==> src/rtl/pem_frame_capture.sv <==
// PEM-synchronous frame capture: writes reference-synced samples to RAM over
// cfg_periods PEM periods, then reports success (trig_search) or failure (cap_fail).
module pem_frame_capture #(
  parameter int DW  = 16,
  parameter int AW  = 9,
  parameter int NCH = 2,
  parameter int PW  = 4
) (
  input  logic              alg_clk,
  input  logic              alg_rst,
  input  logic [NCH*DW-1:0] din,
  input  logic              din_valid,
  input  logic              pem_posedge,
  input  logic              frequency_detected,
  input  logic              refresh_align,
  input  logic [PW-1:0]     cfg_periods,
  input  logic [AW-1:0]     cfg_min_cnt,
  input  logic              cfg_continuous,
  output logic [NCH*DW-1:0] ram_dat,
  output logic [AW-1:0]     ram_addr,
  output logic              ram_wr_valid,
  output logic              trig_search,
  output logic              cap_fail,
  output logic [AW-1:0]     period_len
);

  typedef enum logic [2:0] {
    IDLE,
    ARM,
    CAPTURE,
    CHECK,
    SUCCESS,
    FAIL,
    WAIT_ALIGN
  } state_t;

  localparam logic [AW-1:0] ADDR_MAX = '1;

  state_t        state;
  logic [AW-1:0] addr;
  logic [AW-1:0] cnt;
  logic [PW-1:0] per_cnt;
  logic [PW-1:0] per_next;
  logic          full;
  logic          short_f;
  logic          ovf_f;
  logic [PW-1:0] lat_periods;
  logic [AW-1:0] lat_min;
  logic          lat_cont;

  assign per_next = per_cnt + PW'(1);

  always_ff @(posedge alg_clk) begin
    if (alg_rst) begin
      state        <= IDLE;
      ram_dat      <= '0;
      ram_addr     <= '0;
      ram_wr_valid <= 1'b0;
      trig_search  <= 1'b0;
      cap_fail     <= 1'b0;
      period_len   <= '0;
      addr         <= '0;
      cnt          <= '0;
      per_cnt      <= '0;
      full         <= 1'b0;
      short_f      <= 1'b0;
      ovf_f        <= 1'b0;
      lat_periods  <= '0;
      lat_min      <= '0;
      lat_cont     <= 1'b0;
    end else begin
      ram_wr_valid <= 1'b0;
      trig_search  <= 1'b0;
      cap_fail     <= 1'b0;
      if (state != IDLE && !frequency_detected) begin
        state <= IDLE;
      end else begin
        case (state)
          IDLE: if (frequency_detected) state <= ARM;
          ARM: begin
            if (pem_posedge) begin
              state       <= CAPTURE;
              addr        <= '0;
              cnt         <= '0;
              per_cnt     <= '0;
              full        <= 1'b0;
              short_f     <= 1'b0;
              ovf_f       <= 1'b0;
              lat_periods <= (cfg_periods == '0) ? PW'(1) : cfg_periods;
              lat_min     <= cfg_min_cnt;
              lat_cont    <= cfg_continuous;
            end
          end
          CAPTURE: begin
            if (pem_posedge) begin
              period_len <= cnt;
              if (cnt < lat_min) short_f <= 1'b1;
              per_cnt <= per_next;
              full    <= 1'b0;
              if (per_next == lat_periods) begin
                state <= CHECK;
              end else if (din_valid) begin
                // a sample arriving with the edge opens the new period
                ram_wr_valid <= 1'b1;
                ram_dat      <= din;
                ram_addr     <= '0;
                addr         <= AW'(1);
                cnt          <= AW'(1);
              end else begin
                addr <= '0;
                cnt  <= '0;
              end
            end else if (din_valid) begin
              if (full) begin
                ovf_f <= 1'b1;
              end else begin
                ram_wr_valid <= 1'b1;
                ram_dat      <= din;
                ram_addr     <= addr;
                // the top address is written once; addr parks there, never wraps
                if (addr == ADDR_MAX) full <= 1'b1;
                else                  addr <= addr + AW'(1);
                if (cnt != ADDR_MAX) cnt <= cnt + AW'(1);
              end
            end
          end
          CHECK: begin
            if (short_f || ovf_f) begin
              state    <= FAIL;
              cap_fail <= 1'b1;
            end else begin
              state       <= SUCCESS;
              trig_search <= 1'b1;
            end
          end
          SUCCESS:    state <= lat_cont ? WAIT_ALIGN : IDLE;
          FAIL:       state <= ARM;
          WAIT_ALIGN: if (refresh_align) state <= ARM;
          default:    state <= IDLE;
        endcase
      end
    end
  end

endmodule

==> config.mk <==
export PLATFORM = sky130hd
export DESIGN_NAME = pem_frame_capture
export DESIGN_NICKNAME = d
export VERILOG_FILES = /design/src/rtl/pem_frame_capture.sv
export SDC_FILE = /design/constraint.sdc
export NUM_CORES = 1
export LEC_CHECK = 0
export ABC_AREA = 1
export BUFFER_PORTS_ARGS = -buffer_cell sky130_fd_sc_hd__buf_2
export CORE_ASPECT_RATIO = 0.6
export CORE_MARGIN = 5
export CORE_UTILIZATION = 25
export CTS_CLUSTER_SIZE = 24
export DETAILED_ROUTE_END_ITERATION = 10
export HOLD_SLACK_MARGIN = 0.1
export PLACE_DENSITY = 0.44
export SLEW_MARGIN = 20
export SYNTH_ARGS = -nofsm -noshare
export SYNTH_HDL_FRONTEND = slang
export SYNTH_SLANG_ARGS = --single-unit
==> constraint.sdc <==
create_clock -name alg_clk -period 1.7 [get_ports alg_clk]
set_input_delay 0.085 -clock alg_clk [delete_from_list [all_inputs] [get_ports alg_clk]]
set_output_delay 0.085 -clock alg_clk [all_outputs]
set_load 0.1 [all_outputs]
# ---- Word-level counts from Yosys, hierarchy flattened
# Index checks and enable logic that the tools add are counted.
# W data, S select, Z words.
dict set report totals {
  ff_bits 95
  in_bits 52
  output_inout_bits 53
  wordCells 125
}
dict set report classes {
  add_sub_neg 3
  order_cmp 1
  eq_ne 25
  n_mux 55
  bitwise 3
  n_reduce_logical 22
}
# cell n
set ops {}
lappend ops {{$mux W32} 5}
lappend ops {{$mux W9} 15}
lappend ops {{$pmux W9 S2} 2}
lappend ops {{$ne A2 B2 Y1 const B} 11}
lappend ops {{$pmux W3 S7} 1}
lappend ops {{$mux W1} 19}
lappend ops {{$add A9 B1 Y9 const B} 2}
lappend ops {{$mux W3} 6}
lappend ops {{$ne A3 B3 Y1 const B} 5}
lappend ops {{$reduce_and A7 Y1} 2}
lappend ops {{$mux W4} 3}
lappend ops {{$reduce_and A6 Y1} 2}
lappend ops {{$reduce_and A5 Y1} 2}
lappend ops {{$eq A3 B3 Y1 const B} 3}
lappend ops {{$eq A9 B9 Y1 const B} 1}
lappend ops {{$lt A9 B9 Y1} 1}
lappend ops {{$ne A9 B9 Y1 const B} 1}
lappend ops {{$pmux W4 S2} 1}
lappend ops {{$reduce_and A4 Y1} 2}
lappend ops {{$eq A3 B2 Y1 const B} 2}
lappend ops {{$pmux W1 S2} 3}
lappend ops {{$reduce_and A3 Y1} 2}
lappend ops {{$reduce_bool A2 Y1} 3}
lappend ops {{$reduce_or A3 Y1} 2}
lappend ops {{other kinds (11)} 13}

# ---- Depth between registers and ports, before layout
# Gate-level depths: netlist of run 1.
dict set report depth {
  ltp_word 6
  ltp_mapped 15
  depth_no_buf 13
}

# ---- Worst setup path before layout of run 1
# No wires, ideal clock.
dict set report synth_timing {
  path_type {register -> register}
  start {reg per_cnt[0]}
  end {reg ram_dat[18]}
  setup_ns 0.117
  arrival_time_ns 1.707
  required_time_ns 1.583
  path_slack_ns -0.124
  path_stages_with_launch 14
  n_path_buf 2
  period_less_slack_ns 1.824
  cell_sequence {dfxtp_1 > ha_1 > xnor2_1 > nand2_1 > nor2_4 > nand2_2 > nand2_2 > nand2_4 > nor2_4 > buf_6 > buf_6 > nand2_1 > nand2_1 > nor2_1}
}
dict set report synth_via {
  elab_chain_len 4
  word_cells_on_any_way 5
  classes_between {add/sub (1); eq/ne (2); reduce/logical (2)}
}
# element line_no
set synth_rtl {}
lappend synth_rtl {{from (decl)} 42} ;# logic [PW-1:0] per_cnt;
lappend synth_rtl {{from (signal assigned)} 98} ;# per_cnt <= per_next;
lappend synth_rtl {{$add A4 B1 Y4 *} 51} ;# assign per_next = per_cnt + PW'(1);
lappend synth_rtl {{$eq A4 B4 Y1 *} 100} ;# if (per_next == lat_periods) begin
lappend synth_rtl {{$ne A2 B2 Y1 (no line) or $reduce_bool A2 Y1 (tied branches)} --}
lappend synth_rtl {{$reduce_and A6 Y1 (no line) *} --}
lappend synth_rtl {{to (signal assigned)} 105} ;# ram_dat <= din;
lappend synth_rtl {{to (signal assigned)} 118} ;# ram_dat <= din;
lappend synth_rtl {{to (decl)} 19} ;# output logic [NCH*DW-1:0] ram_dat,
# Mark *: on every way between the ends. The rest lies on a longest branch, timed or not.
# A chain may end at the register's enable or synchronous reset.

# ---- Final worst setup path of run 1
dict set report layout_timing {
  start {reg per_cnt[0]}
  end {reg ram_dat[6]}
}
# The elaborated chain is that of the path after synthesis.

==> results.json, run 1 <==
{
  "outcome": "finished, violations left",
  "fin_crit_sh_pct": 110.1,
  "grt_pass1_wl_um": 22900,
  "dieArea_mm2": 0.02143,
  "final_cell_mix": "nand2_1 (124), nor2_1 (122), buf_2 (104)",
  "ir_drop_mv": 0.6021,
  "stdcell_count": 1165,
  "placed_cells": 1080,
  "drcViolationCount": 0,
  "nets": 985,
  "fin_crit_ns": 1.871,
  "overflow": 0,
  "setup.worst_path.start_class": "register",
  "synth_cell_types": 30,
  "r2r-end": "ram_dat[6]",
  "die_h_um": 115.4,
  "core_mm2": 0.01811,
  "grt_usage_pct": 13.54,
  "clock_latency_ns": 0.35,
  "clk_pin_slew_ns": 0.07,
  "hold_depth": 3,
  "gp_congestion": 0.8079,
  "rows": 38,
  "ys_warn_count": 0,
  "ant_nets": 0,
  "hold_ws_ns": 0.1250,
  "grt_max_degree": 58,
  "worst_pin_slew_ns": 0.5077,
  "cts.htree.levels": 3,
  "cpMaxStageDelayCell": "dfxtp_2",
  "ios": 105,
  "grt_antenna_before_repair": 1,
  "violations": "negative setup slack",
  "cts-buffers-inserted": 9,
  "syn_avg_cell_area_um2": 6.701,
  "synthesis.nets": 756,
  "fmax_mhz": 534.4,
  "hold_viol": 0,
  "vias": 4821,
  "cp.required_ns": 1.95,
  "via_per_inst": 4.138,
  "endpoint_kind": "register",
  "reg2reg_from": "per_cnt[0]",
  "critical_path_class": "register to register",
  "rsz0062_at_grt": "true",
  "ff2ff_setup_slack_ns": -0.17,
  "dp_slack_ns": -0.1775,
  "setup_violations": 59,
  "fin_skew_ns": 0.01059,
  "start_util_pct": 25.56,
  "post_drt_wl_per_cell_um": 12.71,
  "r2r_cells": 13,
  "maxSlewViolCount": 0,
  "cp_num_buf_inv": 3,
  "finalWorstSetupSlack_ns": -0.1713,
  "drtIter0Drc": 216,
  "cts_tree": "done",
  "synth_cells": 691,
  "worstPathMaxFanout": 9,
  "drt_wl_total_um": 14810,
  "cts.sink_count": 95,
  "first_pass_iters": 5,
  "hpwl_um": 9957,
  "area_delta_synth_final_pct": 59.74,
  "fillers": 1934,
  "powerDensity_mw_per_mm2": 1432,
  "critPathArrivalTime_ns": 2.12,
  "maxSlewHeadroom_pct": 66.39,
  "drive_gt1_share_pct": 35.78,
  "ys_seq_elements": 95,
  "holdPathEnd": "ovf_f",
  "diodes": 0,
  "cp_top_family": "simple AND/OR/NAND/NOR gates",
  "die_w_um": 185.7,
  "portBuffers": 104,
  "cap_violations": 0,
  "critPathMaxStageDelay_ns": 0.34,
  "cts_root_buf": "clkbuf_16",
  "final_common_cell": "nand2_1",
  "power.leakage_nw": 3.471,
  "clk_path_buf_depth": 2,
  "hp-start": "din_valid",
  "path_cells": "ha_4 -> xnor2_2 -> nand2_2 -> nor2_4 -> buf_6 -> nand3_4 -> nand2_4 -> nor2_4 -> buf_12 -> clkbuf_16 -> nand2_4 -> nand2_1 -> nor2_1",
  "yosysSeqAreaShare_pct": 41.07,
  "min_path_type": "input pin to register",
  "syn_area_mm2": 0.004631,
  "grt_pass1_vias": 4403
}
-- worst register-to-register path: cells and delay by family (launching register included) --
| kind | cells | cell delay [ns] |
|---|---|---|
| and+or+nand+nor | 8 | 0.59 |
| buffers and inverters | 3 | 0.48 |
| DFF | 1 | 0.34 |
| adders and majority gates | 1 | 0.25 |
| xor gates and xnor gates | 1 | 0.13 |
-- layer usage --
layer	global-route usage [%]	share of wire, %	routed length (µm)
met1	21.20	55	8133
met2	17.88	38	5688
met3	4.046	5.6	836
met4	3.057	0.90	133
met5	0	0.088	13
-- logic make-up after synthesis --
kind of cell / count (synthesis) / synth area share [%]
fa+ha+maj: 13 / 3.513
buf+inv: 120 / 10.78
xor+xnor: 5 / 0.9456
compound gates: 91 / 10.43
flops: 95 / 41.07
simple gates: 367 / 33.26
-- timing repair --
item | CTS | global route
pin swaps | 13 | 43
buffers inserted | 13 | 6
gates resized for setup | 36 | 110
hold endpoints to repair | 47 | 0
endpoints found under the setup margin | 59 | 92
hold buffers | 47 | 0
cloned | 3 | 4
-- cell type report --
type | count | area (µm²) | share of cell area, %
Clock buffer | 14 | 264.0 | 3.569
Clock inverter | 2 | 38.79 | 0.5244
Inverter | 96 | 362.8 | 4.905
Tap cell | 240 | 300.3 | 4.060
Sequential cell | 95 | 1917 | 25.91
Timing Repair Buffer | 241 | 1903 | 25.73
Multi-Input combinational cell | 477 | 2611 | 35.30
-- where the power goes --
group	total, mW	leakage (nW)	switching [mW]	internal, mW
registers	2.94	0.777	0.266	2.68
logic	5.54	2.55	3.73	1.81
clock network	2.11	0.147	0.881	1.23
-- cells in the mapped netlist, drive strengths merged --
| master | instances | area [µm²] |
|---|---|---|
| a21oi | 42 | 210.2 |
| a31o | 1 | 8.760 |
| buf | 16 | 108.9 |
| clkbuf | 8 | 30.03 |
| dfxtp | 95 | 1902 |
| ha | 13 | 162.7 |
| inv | 96 | 360.3 |
| nand2 | 180 | 708.2 |
| nand3 | 30 | 167.7 |
| nand3b | 1 | 7.510 |
| nand4 | 8 | 50.05 |
| nor2 | 141 | 566.8 |
| nor3 | 4 | 20.02 |
| nor3b | 1 | 7.510 |
| nor4 | 2 | 12.51 |
| o21a | 1 | 7.510 |
| o21ai | 40 | 204.0 |
| o21bai | 7 | 52.55 |
| xnor2 | 1 | 8.760 |
| xor2 | 4 | 35.03 |
-- through the flow --
stage | setup TNS, ns | cell area, µm² | power [mW] | util (%)
3_3_place_gp | -7.095 | 5936 | 7.781 | 32.77
5_1_grt | -14.36 | 7397 | 11.29 | 40.83
3_5_place_dp | -6.454 | 5936 | 7.755 | 32.77
4_1_cts | -5.329 | 7009 | 10.25 | 38.69
2_1_floorplan | -0.3167 | 4673 | 6.387 | -
6_report | -7.004 | 7397 | 10.59 | 40.83
-- state kept, by name, indices dropped and copies added (netlist names) --
name and cells:
ram_dat 32, per_cnt 4, ovf_f 1, period_len 9
ram_wr_valid 1, addr 9, trig_search 1, ram_addr 9
cap_fail 1, cnt 9, lat_periods 4, lat_min 9
short_f 1, lat_cont 1, state 3, full 1
-- worst max-delay path by stage --
| stage | startpoint | to | slack [ns] | cells after the start |
|---|---|---|---|---|
| after global routing | per_cnt[1] | ram_addr[2] | -0.29 | 14 |
| after CTS | per_cnt[1] | ram_addr[2] | -0.14 | 13 |
| after floorplan | per_cnt[0] | ram_dat[18] | -0.02 | 13 |
| after detailed placement | per_cnt[1] | ram_addr[6] | -0.18 | 12 |
| after global placement | per_cnt[1] | ram_addr[7] | -0.21 | 12 |
| final | per_cnt[0] | ram_dat[6] | -0.17 | 13 |
(Power assumes the default switching activity.)
==> run 2: changes to the inputs <==
==> constraint.sdc (replaced) <==
create_clock -name alg_clk -period 1.7 [get_ports alg_clk]
set_input_delay 0.34 -clock alg_clk [delete_from_list [all_inputs] [get_ports alg_clk]]
set_output_delay 0.34 -clock alg_clk [all_outputs]
set_load 0.1 [all_outputs]
==> run 2 against run 1 <==
Compared with the run above: the run still ends with negative setup slack left; global-route usage fell by 0.96 points; design area fell by 8.7%; worst hold slack improved by 0.099 ns; critical endpoint is now ram_addr[8]; die area did not move; core utilization fell by 3.6 points; power fell by 3.0%; critical path type unchanged; setup slack got worse by 0.022 ns; register-to-register slack got worse by 0.02 ns.
==> results.json, run 2 (synthesized netlist as in run 1, its figures left out) <==
{
  "endpoint_kind": "register",
  "first_pass_iters": 4,
  "clock_latency_ns": 0.36,
  "cts-buffers-inserted": 9,
  "hpwl_um": 9888,
  "power.leakage_nw": 3.214,
  "critPathArrivalTime_ns": 2.14,
  "rsz0062_at_grt": "true",
  "p_total_mw": 10.27,
  "drive_gt1_share_pct": 33.33,
  "grt_pass1_wl_um": 21360,
  "final_core_util_pct": 37.26,
  "finalInstanceArea_mm2": 0.006750,
  "placed_cells": 1084,
  "fmax_mhz": 528.2,
  "grt_antenna_before_repair": 1,
  "violations": "negative setup slack",
  "cts.htree.levels": 3,
  "ios": 105,
  "setup_violations": 60,
  "core_mm2": 0.01811,
  "fin_crit_ns": 1.893,
  "drcViolationCount": 0,
  "clk_path_buf_depth": 2,
  "fin_skew_ns": 0.008886,
  "outcome": "finished, violations left",
  "powerDensity_mw_per_mm2": 1521,
  "final_common_cell": "nand2_1",
  "startpoint": "per_cnt[0]",
  "dieArea_mm2": 0.02143,
  "area_delta_synth_final_pct": 45.77,
  "hp-start": "cfg_min_cnt[0]",
  "setup_tns_ns": -7.772,
  "critical_path_class": "register to register",
  "fin_crit_sh_pct": 111.4,
  "cap_violations": 0,
  "hold_viol": 0,
  "cp.required_ns": 1.94,
  "cts_tree": "done",
  "drt_wl_total_um": 14270,
  "dp_slack_ns": -0.1367,
  "post_drt_wl_per_cell_um": 12.79,
  "worst_pin_slew_ns": 0.5146,
  "diodes": 0,
  "die_h_um": 115.4,
  "overflow": 0,
  "vias": 4634,
  "worstPathMaxFanout": 7,
  "grt_pass1_vias": 4209,
  "ir_drop_mv": 0.5741,
  "min_path_type": "input pin to register",
  "cts.sink_count": 95,
  "hold_ws_ns": 0.2239,
  "cts_root_buf": "clkbuf_16",
  "nets": 936,
  "reg2reg_from": "per_cnt[0]",
  "final_cell_mix": "nand2_1 (141), nor2_1 (128), buf_2 (104)",
  "grt_max_degree": 55,
  "gp_congestion": 0.7956,
  "portBuffers": 104,
  "grt_usage_pct": 12.57,
  "finalWorstSetupSlack_ns": -0.1933,
  "stdcell_count": 1116,
  "drtIter0Drc": 244,
  "clk_pin_slew_ns": 0.07,
  "die_w_um": 185.7,
  "dpl_cell_area_mm2": 0.006003,
  "via_per_inst": 4.152,
  "ant_nets": 0,
  "ff2ff_setup_slack_ns": -0.19,
  "largest_reg_flops": 32,
  "setup.worst_path.start_class": "register",
  "regMostFlops": "ram_dat",
  "maxSlewViolCount": 0,
  "rows": 38,
  "start_util_pct": 25.56,
  "maxSlewHeadroom_pct": 65.93
}
==> run 2: path summary, 6_finish.rpt <==
| kind | cells past startpoint | endpoint |
|---|---|---|
| worst max-delay path | 13 | ram_addr[8] |
| worst min-delay path | 3 | lat_min[0] |
| worst max register to register | 13 | ram_addr[8] |
| worst min register to register | 1 | trig_search |
==> run 2: where the power goes <==
part,switching (mW),internal [mW]
sequential,0.252,2.68
combinational,3.58,1.61
clock,0.897,1.26
==> run 2: metal layers <==
metal  share of wire [%]  vias to the layer above  track usage (%)  wire length (µm)
li1                    -                     2509                -                 -
met1                  56                     2023            19.45              7951
met2                  37                       86            16.46              5251
met3                 6.3                       14            4.297               906
met4                 1.1                        2            2.911               156
met5               0.049                        -                0                 7
==> run 2: repair_timing <==
action | in CTS | in global routing
resized for setup | 13 | 55
hold buffers | 0 | 0
cloned | 1 | 8
buffers inserted | 4 | 3
endpoints found under the setup margin | 60 | 90
pin swaps | 7 | 16
==> run 2: worst max-delay path: stages (launching register included) <==
cell       delay (ns)
dfxtp_2          0.34
ha_4             0.27
xnor2_2          0.10
nand2_2          0.08
nor2_4           0.14
nand2_2          0.08
nand2_2          0.08
nand2_4          0.06
nor2_4           0.16
buf_6            0.17
clkbuf_16        0.16
nand2_1          0.05
nand2_1          0.06
nor2_1           0.03
==> run 2: layout make-up <==
| class | instances | area [µm²] |
|---|---|---|
| Timing Repair Buffer | 192 | 1399 |
| Clock buffer | 13 | 270.3 |
| Inverter | 96 | 362.8 |
| Fill cell | 1939 | 11360 |
| Multi-Input combinational cell | 477 | 2465 |
| Tap cell | 240 | 300.3 |
| Sequential cell | 95 | 1913 |
| Clock inverter | 3 | 40.04 |
